--- config.mk ---
export PLATFORM = sky130hd
export DESIGN_NAME = spi_master_ctrl
export DESIGN_NICKNAME = d
export VERILOG_FILES = /design/src/rtl/spi_pkg.sv /design/src/rtl/spi_clk_div.sv /design/src/rtl/spi_master_ctrl.sv
export SDC_FILE = /design/constraint.sdc
export NUM_CORES = 1
export LEC_CHECK = 0
export CORE_MARGIN = 8
export CORE_UTILIZATION = 34
export DETAILED_ROUTE_END_ITERATION = 10
export GPL_TIMING_DRIVEN = 0
export MAX_ROUTING_LAYER = met4
export PLACE_DENSITY = 0.5
export SKIP_LAST_GASP = 1
export SLEW_MARGIN = 20
export SYNTH_ARGS = -nofsm -noshare
export SYNTH_HDL_FRONTEND = slang
export SYNTH_SLANG_ARGS = --single-unit
--- constraint.sdc ---
create_clock -name clk -period 6.3 [get_ports clk]
set_clock_uncertainty 0.15 [all_clocks]
set_input_delay 1.26 -clock clk [delete_from_list [all_inputs] [get_ports clk]]
set_output_delay 1.26 -clock clk [all_outputs]
set_load 0.1 [all_outputs]
--- src/rtl/spi_pkg.sv ---
// Shared definitions for the SPI data-memory link: field widths, rw encoding,
// controller state encoding and the frame builder.
package spi_pkg;

    localparam int SPI_ADDR_W  = 7;
    localparam int SPI_DATA_W  = 8;
    localparam int SPI_FRAME_W = 16;

    localparam logic SPI_READ  = 1'b1;
    localparam logic SPI_WRITE = 1'b0;

    typedef enum logic [2:0] {
        IDLE  = 3'd0,
        SETUP = 3'd1,
        SHIFT = 3'd2,
        HOLD  = 3'd3,
        GAP   = 3'd4
    } ctrl_state_t;

    // Reads carry an all-zero data field so mosi stays low while the slave answers.
    function automatic logic [SPI_FRAME_W-1:0] build_frame(
        input logic [SPI_ADDR_W-1:0] addr,
        input logic                  rw,
        input logic [SPI_DATA_W-1:0] wdata
    );
        logic [SPI_DATA_W-1:0] data;
        data = (rw == SPI_READ) ? {SPI_DATA_W{1'b0}} : wdata;
        return {addr, rw, data};
    endfunction

endpackage

--- src/rtl/spi_clk_div.sv ---
// Half-period tick generator for sclk. tick fires every CLK_DIV enabled cycles;
// rise/fall tell whether that tick raises or lowers sclk (phase restarts low on clr).
module spi_clk_div #(
    parameter int CLK_DIV = 4
) (
    input  logic clk,
    input  logic rst_n,
    input  logic en,
    input  logic clr,
    output logic tick,
    output logic rise,
    output logic fall
);

    localparam int               CNT_W  = $clog2(CLK_DIV);
    localparam logic [CNT_W-1:0] RELOAD = CNT_W'(CLK_DIV - 1);

    logic [CNT_W-1:0] div_cnt;
    logic             phase;

    assign tick = en && (div_cnt == '0);
    assign rise = tick && !phase;
    assign fall = tick && phase;

    always_ff @(posedge clk or negedge rst_n) begin
        if (!rst_n) begin
            div_cnt <= '0;
            phase   <= 1'b0;
        end else if (clr) begin
            div_cnt <= RELOAD;
            phase   <= 1'b0;
        end else if (en) begin
            if (div_cnt == '0) begin
                div_cnt <= RELOAD;
                phase   <= ~phase;
            end else begin
                div_cnt <= div_cnt - 1'b1;
            end
        end
    end

endmodule

--- src/rtl/spi_master_ctrl.sv ---
// SPI mode-0 master for the data-memory peripheral: one 16-bit frame
// {addr, rw, data} per accepted request, read byte or write completion returned on rsp_valid.
module spi_master_ctrl
    import spi_pkg::*;
#(
    parameter int CLK_DIV = 4,
    parameter int CS_GAP  = 4
) (
    input  logic                  clk,
    input  logic                  rst_n,
    input  logic                  req_valid,
    output logic                  req_ready,
    input  logic                  req_rw,
    input  logic [SPI_ADDR_W-1:0] req_addr,
    input  logic [SPI_DATA_W-1:0] req_wdata,
    output logic                  rsp_valid,
    output logic [SPI_DATA_W-1:0] rsp_rdata,
    output logic                  busy,
    output logic                  cs,
    output logic                  sclk,
    output logic                  mosi,
    input  logic                  miso
);

    localparam logic [7:0] GAP_RELOAD = 8'(CS_GAP - 1);

    ctrl_state_t            state, state_n;
    logic                   cs_q, cs_n;
    logic                   sclk_q, sclk_n;
    logic [SPI_FRAME_W-1:0] frame_q, frame_n;
    logic [SPI_DATA_W-1:0]  rx_q, rx_n;
    logic [3:0]             bit_cnt, bit_cnt_n;
    logic                   last_bit, last_bit_n;
    logic [7:0]             gap_cnt, gap_cnt_n;
    logic                   rsp_valid_q, rsp_valid_n;
    logic [SPI_DATA_W-1:0]  rsp_rdata_q, rsp_rdata_n;
    logic                   rw_q, rw_n;

    logic div_en, div_clr, div_tick, div_rise, div_fall;

    spi_clk_div #(
        .CLK_DIV (CLK_DIV)
    ) u_clk_div (
        .clk   (clk),
        .rst_n (rst_n),
        .en    (div_en),
        .clr   (div_clr),
        .tick  (div_tick),
        .rise  (div_rise),
        .fall  (div_fall)
    );

    // Request handshake: a request transfers on a rising clk edge where
    // req_valid && req_ready; req_ready is high exactly while the FSM is in IDLE.
    assign req_ready = (state == IDLE);
    assign busy      = (state != IDLE);
    assign cs        = cs_q;
    assign sclk      = sclk_q;
    assign mosi      = frame_q[SPI_FRAME_W-1];
    assign rsp_valid = rsp_valid_q;
    assign rsp_rdata = rsp_rdata_q;

    always_comb begin
        state_n     = state;
        cs_n        = cs_q;
        sclk_n      = sclk_q;
        frame_n     = frame_q;
        rx_n        = rx_q;
        bit_cnt_n   = bit_cnt;
        last_bit_n  = last_bit;
        gap_cnt_n   = gap_cnt;
        rsp_valid_n = 1'b0;
        rsp_rdata_n = rsp_rdata_q;
        rw_n        = rw_q;
        div_en      = 1'b0;
        div_clr     = 1'b0;

        unique case (state)
            IDLE: begin
                div_clr = 1'b1;
                if (req_valid) begin
                    state_n    = SETUP;
                    cs_n       = 1'b0;
                    sclk_n     = 1'b0;
                    frame_n    = build_frame(req_addr, req_rw, req_wdata);
                    rw_n       = req_rw;
                    rx_n       = '0;
                    bit_cnt_n  = '0;
                    last_bit_n = 1'b0;
                end
            end
            SETUP: begin
                div_en = 1'b1;
                if (div_rise) state_n = SHIFT;
            end
            SHIFT: begin
                div_en = 1'b1;
                if (div_fall && last_bit) begin
                    state_n = HOLD;
                    frame_n = '0;
                end
            end
            HOLD: begin
                div_en = 1'b1;
                if (div_tick) begin
                    state_n     = GAP;
                    cs_n        = 1'b1;
                    rsp_valid_n = 1'b1;
                    rsp_rdata_n = (rw_q == SPI_WRITE) ? '0 : rx_q;
                    gap_cnt_n   = GAP_RELOAD;
                end
            end
            GAP: begin
                if (gap_cnt == '0) state_n = IDLE;
                else               gap_cnt_n = gap_cnt - 1'b1;
            end
            default: state_n = IDLE;
        endcase

        // Rising sclk: slave samples mosi, we sample miso on read data bits.
        // bit_cnt saturates at 15 and last_bit marks the 16th rise.
        if ((state == SETUP || state == SHIFT) && div_rise) begin
            sclk_n = 1'b1;
            if (rw_q == SPI_READ && bit_cnt[3]) rx_n = {rx_q[SPI_DATA_W-2:0], miso};
            if (bit_cnt == 4'd15) last_bit_n = 1'b1;
            else                  bit_cnt_n  = bit_cnt + 1'b1;
        end

        if (state == SHIFT && div_fall) begin
            sclk_n = 1'b0;
            if (!last_bit) frame_n = {frame_q[SPI_FRAME_W-2:0], 1'b0};
        end
    end

    always_ff @(posedge clk or negedge rst_n) begin
        if (!rst_n) begin
            state       <= IDLE;
            cs_q        <= 1'b1;
            sclk_q      <= 1'b0;
            frame_q     <= '0;
            rx_q        <= '0;
            bit_cnt     <= '0;
            last_bit    <= 1'b0;
            gap_cnt     <= '0;
            rsp_valid_q <= 1'b0;
            rsp_rdata_q <= '0;
            rw_q        <= 1'b0;
        end else begin
            state       <= state_n;
            cs_q        <= cs_n;
            sclk_q      <= sclk_n;
            frame_q     <= frame_n;
            rx_q        <= rx_n;
            bit_cnt     <= bit_cnt_n;
            last_bit    <= last_bit_n;
            gap_cnt     <= gap_cnt_n;
            rsp_valid_q <= rsp_valid_n;
            rsp_rdata_q <= rsp_rdata_n;
            rw_q        <= rw_n;
        end
    end

endmodule

==> results of run 1 <==
cell type report:
cell class,count,area share [%]
buffer,17,2.571
clock buffer,7,2.688
clock inverter,1,0.2727
inverter,13,1.519
multi-input combinational,165,35.57
sequential,55,42.89
tap,102,3.973
timing repair buffer,33,10.52
kinds of logic after synthesis:
kind of cell | after synthesis
adders and majority gates | 4
DFF | 55
buffers and inverters | 30
xor gates and xnor gates | 2
AOI/OAI and AO/OA | 40
and+or+nand+nor | 104
muxes | 15
Yosys cell counts (3+ instances only):
cell type / number
dfrtp_1: 54
nand2_1: 33
a221o_1: 15
nor2_1: 15
inv_1: 13
clkbuf_1: 12
mux2i_1: 11
nand3_1: 10
nor3b_1: 9
and2_1: 8
a21oi_1: 6
ha_1: 4
mux2_2: 4
nor4b_1: 4
buf_2: 3
nand4b_1: 3
nor2b_1: 3
or4_1: 3
power by group through the flow:
stage	clock network [W]	registers, W	logic (W)
3_3_place_gp	0	0.000545	0.000628
5_1_grt	0.000232	0.000555	0.000691
2_1_floorplan	0	0.000661	0.000356
3_5_place_dp	0	0.000546	0.000634
6_report	0.000209	0.000539	0.000628
4_1_cts	0.000219	0.000539	0.000637
routing by layer:
metal	routed length [um]	up-vias	GRT usage [%]	share of wire (%)
met5	0	-	-	0
met4	76	0	3.723	1.3
met3	188	5	2.664	3.1
met2	2603	25	17.58	43
met1	3116	968	15.94	52
li1	-	978	-	-
sequential cells by signal (all words and copies together) (netlist names):
signal,cells
bit_cnt,4
cs,1
frame_q,16
gap_cnt,8
last_bit,1
rsp_rdata,8
rsp_valid,1
rw_q,1
rx_q,8
sclk,1
state,3
u_clk_div.div_cnt,2
u_clk_div.phase,1
path summary, 6_finish.rpt:
check,start,to,cells past startpoint
worst min register to register,rsp_rdata[6],rsp_rdata[6],2
worst max-delay path,state[1],req_ready,5
worst max register to register,u_clk_div.div_cnt[0],rx_q[4],6
max in group asynchronous,rst_n,cs,2
worst min-delay path,rsp_rdata[6],rsp_rdata[6],2
min in group asynchronous,rst_n,gap_cnt[7],1
worst max-delay path, delay by kind of cell (launching register included):
kind	cells	cell delay [ns]
buf+inv	4	1.62
simple gates	1	0.42
flops	1	0.36
metrics by stage:
| stage | setup slack [ns] | cells | area (um2) | utilization [%] |
|---|---|---|---|---|
| after floorplan | 2.631 | 250 | 2651 | - |
| after global placement | 1.902 | 384 | 3099 | 40.53 |
| after detailed placement | 2.488 | 385 | 3117 | 40.76 |
| after CTS | 2.140 | 393 | 3212 | 42.00 |
| after global routing | 2.043 | 393 | 3212 | 42.00 |
| final | 2.177 | 393 | 3212 | 42.00 |
==> run_results.csv, run 1 <==
group,metric,value,unit
logic_synthesis,synth_seq_area_share,51.96,%
final_layout,fill_cells,768,
floorplanning,dieArea,0.01088,mm2
placement,gp_congestion,0.7814,
logic_synthesis,synth_xor_area_share,0.6607,%
logic_synthesis,yosysUniqueCellTypes,49,
placement,dp_hpwl,4211,um
logic_synthesis,synthAdderAreaFrac,1.888,%
grt,antenna_found_initial,0,
route,vias,1976,
clocking,root_buffer,"clkbuf_8",
logic_synthesis,ys_ff_latch,55,
grt,grt_max_degree,30,
worst_setup_path,critPathCaptureType,"primary output",
timing,worst_pin_slew,0.9847,ns
worst_setup_path,critPathArrivalTime,2.71,ns
timing,timing.setup.tns,0,ns
timing,finalHoldViolCount,0,
clocking,clk_path_buf_depth,2,
worst_setup_path,path_cells,"buf_2, clkbuf_1, or3_1, inv_1, clkdlybuf4s50_1",
logic_synthesis,synth_cells,250,
pwr,seqPwrFrac,39.2,%
final_layout,final_common_cell,"dfrtp_1",
route,ant_nets,0,
pwr,internal_power,0.0007708,W
worst_setup_path,cp.required,4.89,ns
logic_synthesis,yosysWarnings,0,
timing,maxSlewViolCount,0,
logic_synthesis,syn_area,0.002651,mm2
clocking,cts_buffers,5,
pwr,peakVddDrop,0.2119,mV
min_path,min_path_type,"reg -> reg",
run_status,status,"completed",
timing,rsz0062_at_grt,"false",
worst_setup_path,cpPeakStageDelay,1.13,ns
worst_setup_path,path_class,"reg -> out",
timing,max_freq,242.5,MHz
floorplanning,num_io_pins,34,
pwr,comb_power_share,45.6,%
clocking,numClockSinks,55,
clocking,cts_htree_levels,2,
logic_synthesis,ys_top_cells_by_area,"dfrtp_1 51%, a221o_1 5.7%, nand2_1 4.7%, mux2i_1 4.2%, nor3b_1 2.5%",
route,drt_iter0_drc,48,
logic_synthesis,muxShareOfSynthArea,5.852,%
worst_setup_path,ff2ff_setup_slack,3.93,ns
final_layout,synthToLayoutAreaGrowth,21.14,%
logic_synthesis,synth_edf_count,0,
pwr,finalPower,0.001376,W
final_layout,final_cell_mix,"54 x dfrtp_1, 33 x nand2_1, 31 x clkdlybuf4s50_1, 15 x nor2_1, 15 x a221o_1",
timing,fin_hold_ws,0.3282,ns
floorplanning,die_x,104.3,um
grt,grt_overflow_total,0,
worst_setup_path,crit_fanout,10,
clocking,clock_latency,0.31,ns
clocking,cts_hold_buf,0,
grt,track_usage,11.96,%
floorplanning,initial_core_util,34.67,%
logic_synthesis,synth_nets,274,
logic_synthesis,async_reset_ff_share,100.0,%
final_layout,fin_nets,314,
route,routed_wl,5985,um
clocking,clk_pin_slew,0.10,ns
final_layout,seq_area,0.001378,mm2
worst_setup_path,worstSetupStartpointType,"flop",
clocking,post_cts_buffers,0,
timing,finalCriticalPeriod,4.123,ns
logic_synthesis,synth_area_per_cell,10.61,um2
final_layout,multi_input_area,0.001142,mm2
route,via_per_inst,5.028,
placement,portBuffers,32,
flow_run,timing.max_cap.violations,0,
logic_synthesis,synthDominantCellAreaShare,50.97,%
final_layout,drive_above_1_share,8.247,%
grt,grt_pass1_vias,2071,
pwr,p_clk_share,15.2,%
pwr,p_switching,0.0006053,W
timing,setup_violations,0,
floorplanning,die_h,104.3,um
clocking,cts_tree,"built",
floorplanning,core_area,0.007647,mm2
logic_synthesis,synth_top_family_by_area,"simple AND/OR/NAND/NOR gates",
logic_synthesis,synthFlopType,"dfrtp_1",
logic_synthesis,synth_top_area_cell,"dfrtp_1",
route,wl_per_cell,15.23,um
route,dr.pass1.iters,4,
route,drcViolationCount,0,
pwr,p_sw_share,43.99,%
pwr,p_leak,1.477,nW
timing,slew_headroom,34.14,%
clocking,cts_resized,0,
timing,min_period_over_period,65.45,%
logic_synthesis,yosys.area_share.simple,22.46,%
worst_setup_path,cp_slowest_cell,"clkdlybuf4s50_1",
final_layout,antenna_cells,0,
logic_synthesis,synth-compound-area-share,12.22,%
floorplanning,row_count,32,
grt,grt_pass1_wl,10500,um
pwr,power_density,428.5,mW/mm2
Power figures use the tool's default switching activity.
==> inputs of run 2 (changes only) <==
- PLACE_DENSITY: 0.5 -> 0.52
- clock period: 6.3 -> 3.5 ns (I/O delays scaled with it)
==> run 2 against run 1 <==
  * Wire length fell by 1.2%
  * Global-route usage decreased by 0.53 points
  * Critical endpoint unchanged
  * Critical path depth is the same
  * Cell area about the same
==> run_results.csv, run 2 (synthesized netlist as in run 1, its figures left out) <==
group,metric,value,unit
run_status,status,"completed",
timing,fin_ws,0.2122,ns
route,drt_iter0_drc,125,
pwr,p_leak,1.487,nW
clocking,clock_latency,0.31,ns
clocking,clk_pin_slew,0.10,ns
pwr,p_sw_share,44.59,%
route,wl_met3,252,um
pwr,p_switching,0.001096,W
placement,gp_congestion,0.7576,
route,ant_nets,0,
worst_setup_path,r2r_end,"rx_q[0]",
final_layout,fin_nets,314,
floorplanning,die_x,104.3,um
floorplanning,core_area,0.007647,mm2
timing,finalCriticalPeriod,3.288,ns
pwr,p_clk_share,14.5,%
final_layout,drive_above_1_share,8.591,%
grt,grt_pass1_vias,2041,
worst_setup_path,cp.required,2.65,ns
worst_setup_path,timing.rr.start,"u_clk_div.div_cnt[0]",
final_layout,top_register,"frame_q",
route,dr.pass1.iters,4,
clocking,numClockSinks,55,
route,met2_length,2436,um
clocking,cts_hold_buf,0,
floorplanning,initial_core_util,34.67,%
placement,place_ws,0.2687,ns
route,wl_per_cell,15.05,um
worst_setup_path,critPathArrivalTime,2.44,ns
timing,finalHoldViolCount,0,
timing,worst_pin_slew,0.9867,ns
route,routed_wl,5914,um
timing,rsz0062_at_grt,"false",
worst_setup_path,r2r_cells,6,
final_layout,final_area,0.003213,mm2
pwr,peakVddDrop,0.3479,mV
placement,placedInstanceArea,0.003124,mm2
min_path,min_path_type,"in -> async",
worst_setup_path,ff2ff_setup_slack,1.11,ns
floorplanning,num_io_pins,34,
flow_run,timing.max_cap.violations,0,
placement,portBuffers,32,
floorplanning,dieArea,0.01088,mm2
worst_setup_path,cp_slowest_cell,"dlygate4sd2_1",
timing,min_period_over_period,93.94,%
clocking,cts_buffers,5,
pwr,internal_power,0.001362,W
worst_setup_path,crit_fanout,10,
timing,slew_headroom,34.01,%
worst_setup_path,cpPeakStageDelay,0.85,ns
final_layout,multi_input_area,0.001142,mm2
floorplanning,die_h,104.3,um
clocking,cts_tree,"built",
worst_setup_path,critPathCaptureType,"primary output",
timing,setup_violations,0,
grt,grt_max_degree,46,
clocking,root_buffer,"clkbuf_8",
grt,grt_overflow_total,0,
grt,grt_pass1_wl,10140,um
route,vias,1960,
final_layout,final_common_cell,"dfrtp_1",
worst_setup_path,path_cells,"buf_2, clkbuf_1, or3_1, inv_1, dlygate4sd2_1",
clocking,clk_path_buf_depth,2,
route,via_per_inst,4.987,
worst_setup_path,path_buf_inv,4,
final_layout,synthToLayoutAreaGrowth,21.19,%
route,drcViolationCount,0,
worst_setup_path,path_class,"reg -> out",
route,wl_met1,3166,um
final_layout,fill_cells,756,
placement,dp_hpwl,4128,um
final_layout,final_cell_mix,"54 x dfrtp_1, 33 x nand2_1, 29 x clkdlybuf4s50_1, 15 x nor2_1, 15 x a221o_1",
grt,antenna_found_initial,0,
final_layout,antenna_cells,0,
placement,dp.cells,385,
clocking,cts_htree_levels,2,
final_layout,seq_area,0.001378,mm2
worst_setup_path,worstSetupStartpointType,"flop",
pwr,seqPwrFrac,39.5,%
floorplanning,row_count,32,
pwr,comb_power_share,46.0,%
timing,maxSlewViolCount,0,
pwr,power_density,764.7,mW/mm2
grt,track_usage,11.43,%
final_layout,largest_reg_flops,16,
final_layout,finalNonFillerCells,393,
worst_setup_path,cp_top_family,"buffers and inverters",
timing,max_freq,304.2,MHz
route,topRoutingLayerUsed,"met4",
[run 2: changes by cell type in the layout (fill, tap and decap cells not counted)]
| cell | previous run | this run |
|---|---|---|
| clkbuf_8 | 6 | 5 |
| clkdlybuf4s50_1 | 31 | 29 |
| dlygate4sd2_1 | 0 | 1 |
| clkbuf_1 | 13 | 12 |
| clkinv_2 | 0 | 2 |
| buf_12 | 1 | 0 |
| buf_16 | 0 | 1 |
| dlymetal6s2s_1 | 0 | 1 |
[run 2: what timing repair did]
| item | CTS | global route |
|---|---|---|
| resized for setup | 1 | 1 |
| endpoints found under the setup margin | 1 | 1 |
| pin swaps | 0 | 0 |
| buffers inserted | 0 | 0 |
[run 2: metrics by stage]
step                      util (%)  hold slack (ns)  total power, W  setup TNS, ns
after CTS                    41.98          0.06642        0.002484              0
after global placement       40.53           0.3025        0.002111         -18.62
after floorplan                  -           0.2544        0.001830              0
after global routing         42.02          0.06893        0.002634              0
after detailed placement     40.85           0.3081        0.002123              0
final                        42.02          0.07341        0.002457              0
[run 2: worst max-delay path by stage]
stage	startpoint	end	slack, ns	cells after the start
6_report	state[1]	req_ready	0.21	5
5_1_grt	state[1]	req_ready	0.08	5
4_1_cts	state[1]	busy	0.09	4
3_5_place_dp	state[1]	req_ready	0.27	5
3_3_place_gp	rst_n	frame_q[3]	-0.35	1
2_1_floorplan	state[1]	req_ready	0.39	4
[run 2: power groups by stage]
| stage | Clock (W) | Combinational (W) | Sequential [W] |
|---|---|---|---|
| 3_3_place_gp | 0 | 0.00113 | 0.000981 |
| 2_1_floorplan | 0 | 0.000640 | 0.00119 |
| 6_report | 0.000357 | 0.00113 | 0.000970 |
| 5_1_grt | 0.000392 | 0.00124 | 0.00100 |
| 4_1_cts | 0.000372 | 0.00114 | 0.000969 |
| 3_5_place_dp | 0 | 0.00114 | 0.000980 |
[run 2: metal layers]
metal | global-route usage [%] | up-vias
li1 | - | 978
met1 | 15.64 | 946
met2 | 16.03 | 32
met3 | 2.850 | 4
met4 | 3.723 | 0
met5 | - | -
[run 2: cell type report]
type / count / share of cell area (%)
clock buffers: 5 / 2.142
plain buffers: 17 / 2.570
clock inverters: 3 / 0.5841
repair buffers: 33 / 10.79
well taps: 102 / 3.972
flip-flops and latches: 55 / 42.87
multi-input cells: 165 / 35.55
inverters: 13 / 1.519
==> inputs of run 3 (changes only) <==
- CTS_BUF_LIST: not set -> sky130_fd_sc_hd__clkbuf_2
- GPL_ROUTABILITY_DRIVEN: not set -> 0
==> run 3 against run 2 <==
  * Utilization down 0.54 points
  * Worst setup slack got worse by 0.0077 ns
  * Highest routed layer unchanged
  * Sequential share of layout area increased by 0.56 points
  * Largest cell class unchanged
==> run_results.csv, run 3 (synthesized netlist as in run 1, its figures left out) <==
group,metric,value,unit
clocking,clk_path_buf_depth,2,
worst_setup_path,critPathCaptureType,"primary output",
grt,grt_overflow_total,0,
timing,fin_ws,0.2045,ns
worst_setup_path,path_class,"reg -> out",
clocking,cts_buffers,5,
floorplanning,dieArea,0.01088,mm2
worst_setup_path,cpPeakStageDelay,0.85,ns
grt,grt_max_degree,46,
route,routed_wl,5884,um
final_layout,largest_reg_flops,16,
final_layout,fill_cells,764,
min_path,min_path_type,"reg -> reg",
placement,portBuffers,32,
route,drt_iter0_drc,121,
placement,dp_hpwl,4128,um
final_layout,fin_util,41.48,%
grt,track_usage,11.29,%
final_layout,finalNonFillerCells,394,
timing,rsz0062_at_grt,"false",
final_layout,fin_nets,315,
timing,timing.setup.tns,0,ns
clocking,cts_tree,"built",
worst_setup_path,path_cells,"buf_2, clkbuf_1, or3_1, dlygate4sd2_1",
floorplanning,initial_core_util,34.67,%
clocking,cts_htree_levels,2,
worst_setup_path,cp_slowest_cell,"dlygate4sd2_1",
final_layout,drive_above_1_share,8.904,%
grt,grt_pass1_vias,2036,
timing,slew_headroom,34.01,%
flow_run,timing.max_cap.violations,0,
worst_setup_path,cp.required,2.65,ns
timing,setup_violations,0,
worst_setup_path,crit_fanout,10,
timing,max_freq,303.4,MHz
route,via_per_inst,4.926,
final_layout,top_register,"frame_q",
grt,antenna_found_initial,0,
worst_setup_path,critPathArrivalTime,2.45,ns
timing,fin_hold_ws,0.3646,ns
final_layout,final_cell_mix,"54 x dfrtp_1, 33 x nand2_1, 29 x clkdlybuf4s50_1, 15 x nor2_1, 15 x a221o_1",
placement,dp.cells,385,
route,dr.pass1.iters,5,
route,wl_per_cell,14.93,um
placement,place_ws,0.2687,ns
floorplanning,die_h,104.3,um
worst_setup_path,worstSetupStartpointType,"flop",
route,drcViolationCount,0,
clocking,root_buffer,"clkbuf_2",
route,ant_nets,0,
pwr,p_leak,1.469,nW
timing,finalCriticalPeriod,3.296,ns
floorplanning,row_count,32,
timing,min_period_over_period,94.16,%
grt,grt_pass1_wl,10080,um
clocking,numClockSinks,55,
final_layout,synthToLayoutAreaGrowth,19.63,%
clocking,clock_latency,0.43,ns
timing,worst_pin_slew,0.9867,ns
clocking,clk_pin_slew,0.29,ns
floorplanning,die_x,104.3,um
floorplanning,core_area,0.007647,mm2
pwr,peakVddDrop,0.3139,mV
route,vias,1941,
pwr,power_density,741.4,mW/mm2
timing,maxSlewViolCount,0,
floorplanning,num_io_pins,34,
timing,finalHoldViolCount,0,
final_layout,final_common_cell,"dfrtp_1",
run_status,status,"completed",
final_layout,antenna_cells,0,
[run 3: cell count changes in the layout (fill, tap and decap cells not counted)]
| cell | change |
|---|---|
| clkbuf_2 | +6 |
| dlymetal6s2s_1 | -1 |
| clkbuf_8 | -5 |
| dlygate4sd3_1 | +1 |
[run 3: repair_timing]
item	CTS	global route
pin swaps	0	0
buffers inserted	0	0
hold buffers	1	0
setup endpoints to repair	2	1
hold endpoints to repair	10	0
resized for setup	2	2
[run 3: cell type report]
cell class	instances	area, um2	area share, %
multi-input combinational	165	1142	36.02
timing repair buffer	34	349.1	11.01
tap	102	127.6	4.024
inverter	13	48.80	1.538
clock inverter	3	18.77	0.5917
buffer	17	82.58	2.604
clock buffer	5	25.02	0.7890
sequential	55	1378	43.43
[run 3: critical path, delay by kind of cell (launching register included)]
family | cells | cell delay, ns
AND/OR/NAND/NOR | 1 | 0.20
buffers and inverters | 3 | 1.43
flip-flops | 1 | 0.38
[run 3: path summary, 6_finish.rpt]
path / endpoint / cells past startpoint / slack, ns / from
max: busy / 4 / 0.20 / state[1]
min: rsp_rdata[2] / 2 / 0.36 / rsp_rdata[2]
max reg2reg: rx_q[6] / 6 / 1.11 / u_clk_div.div_cnt[0]
min reg2reg: rsp_rdata[2] / 2 / 0.36 / rsp_rdata[2]
max in group asynchronous: cs / 3 / 2.24 / rst_n
min in group asynchronous: gap_cnt[4] / 2 / 0.45 / rst_n
[run 3: power by group]
part,switching (W),leakage [nW],internal [W]
Sequential,0.000131,0.719,0.000837
Combinational,0.000750,0.717,0.000377
Clock,0.000206,0.0331,0.0000504
[run 3: routing by layer]
metal  up-vias  share of wire, %  track usage [%]
li1        978                 -                -
met1       934                54            15.64
met2        27                41            15.98
met3         2               4.0            2.850
met4         0              0.53            2.792
met5         -                 0                -
[run 3: metrics by stage]
stage	instance area [um2]	power (W)
floorplan	2651	0.001830
CTS	3176	0.002377
global route	3172	0.002529
global placement	3099	0.002111
finish	3172	0.002352
detailed placement	3124	0.002123
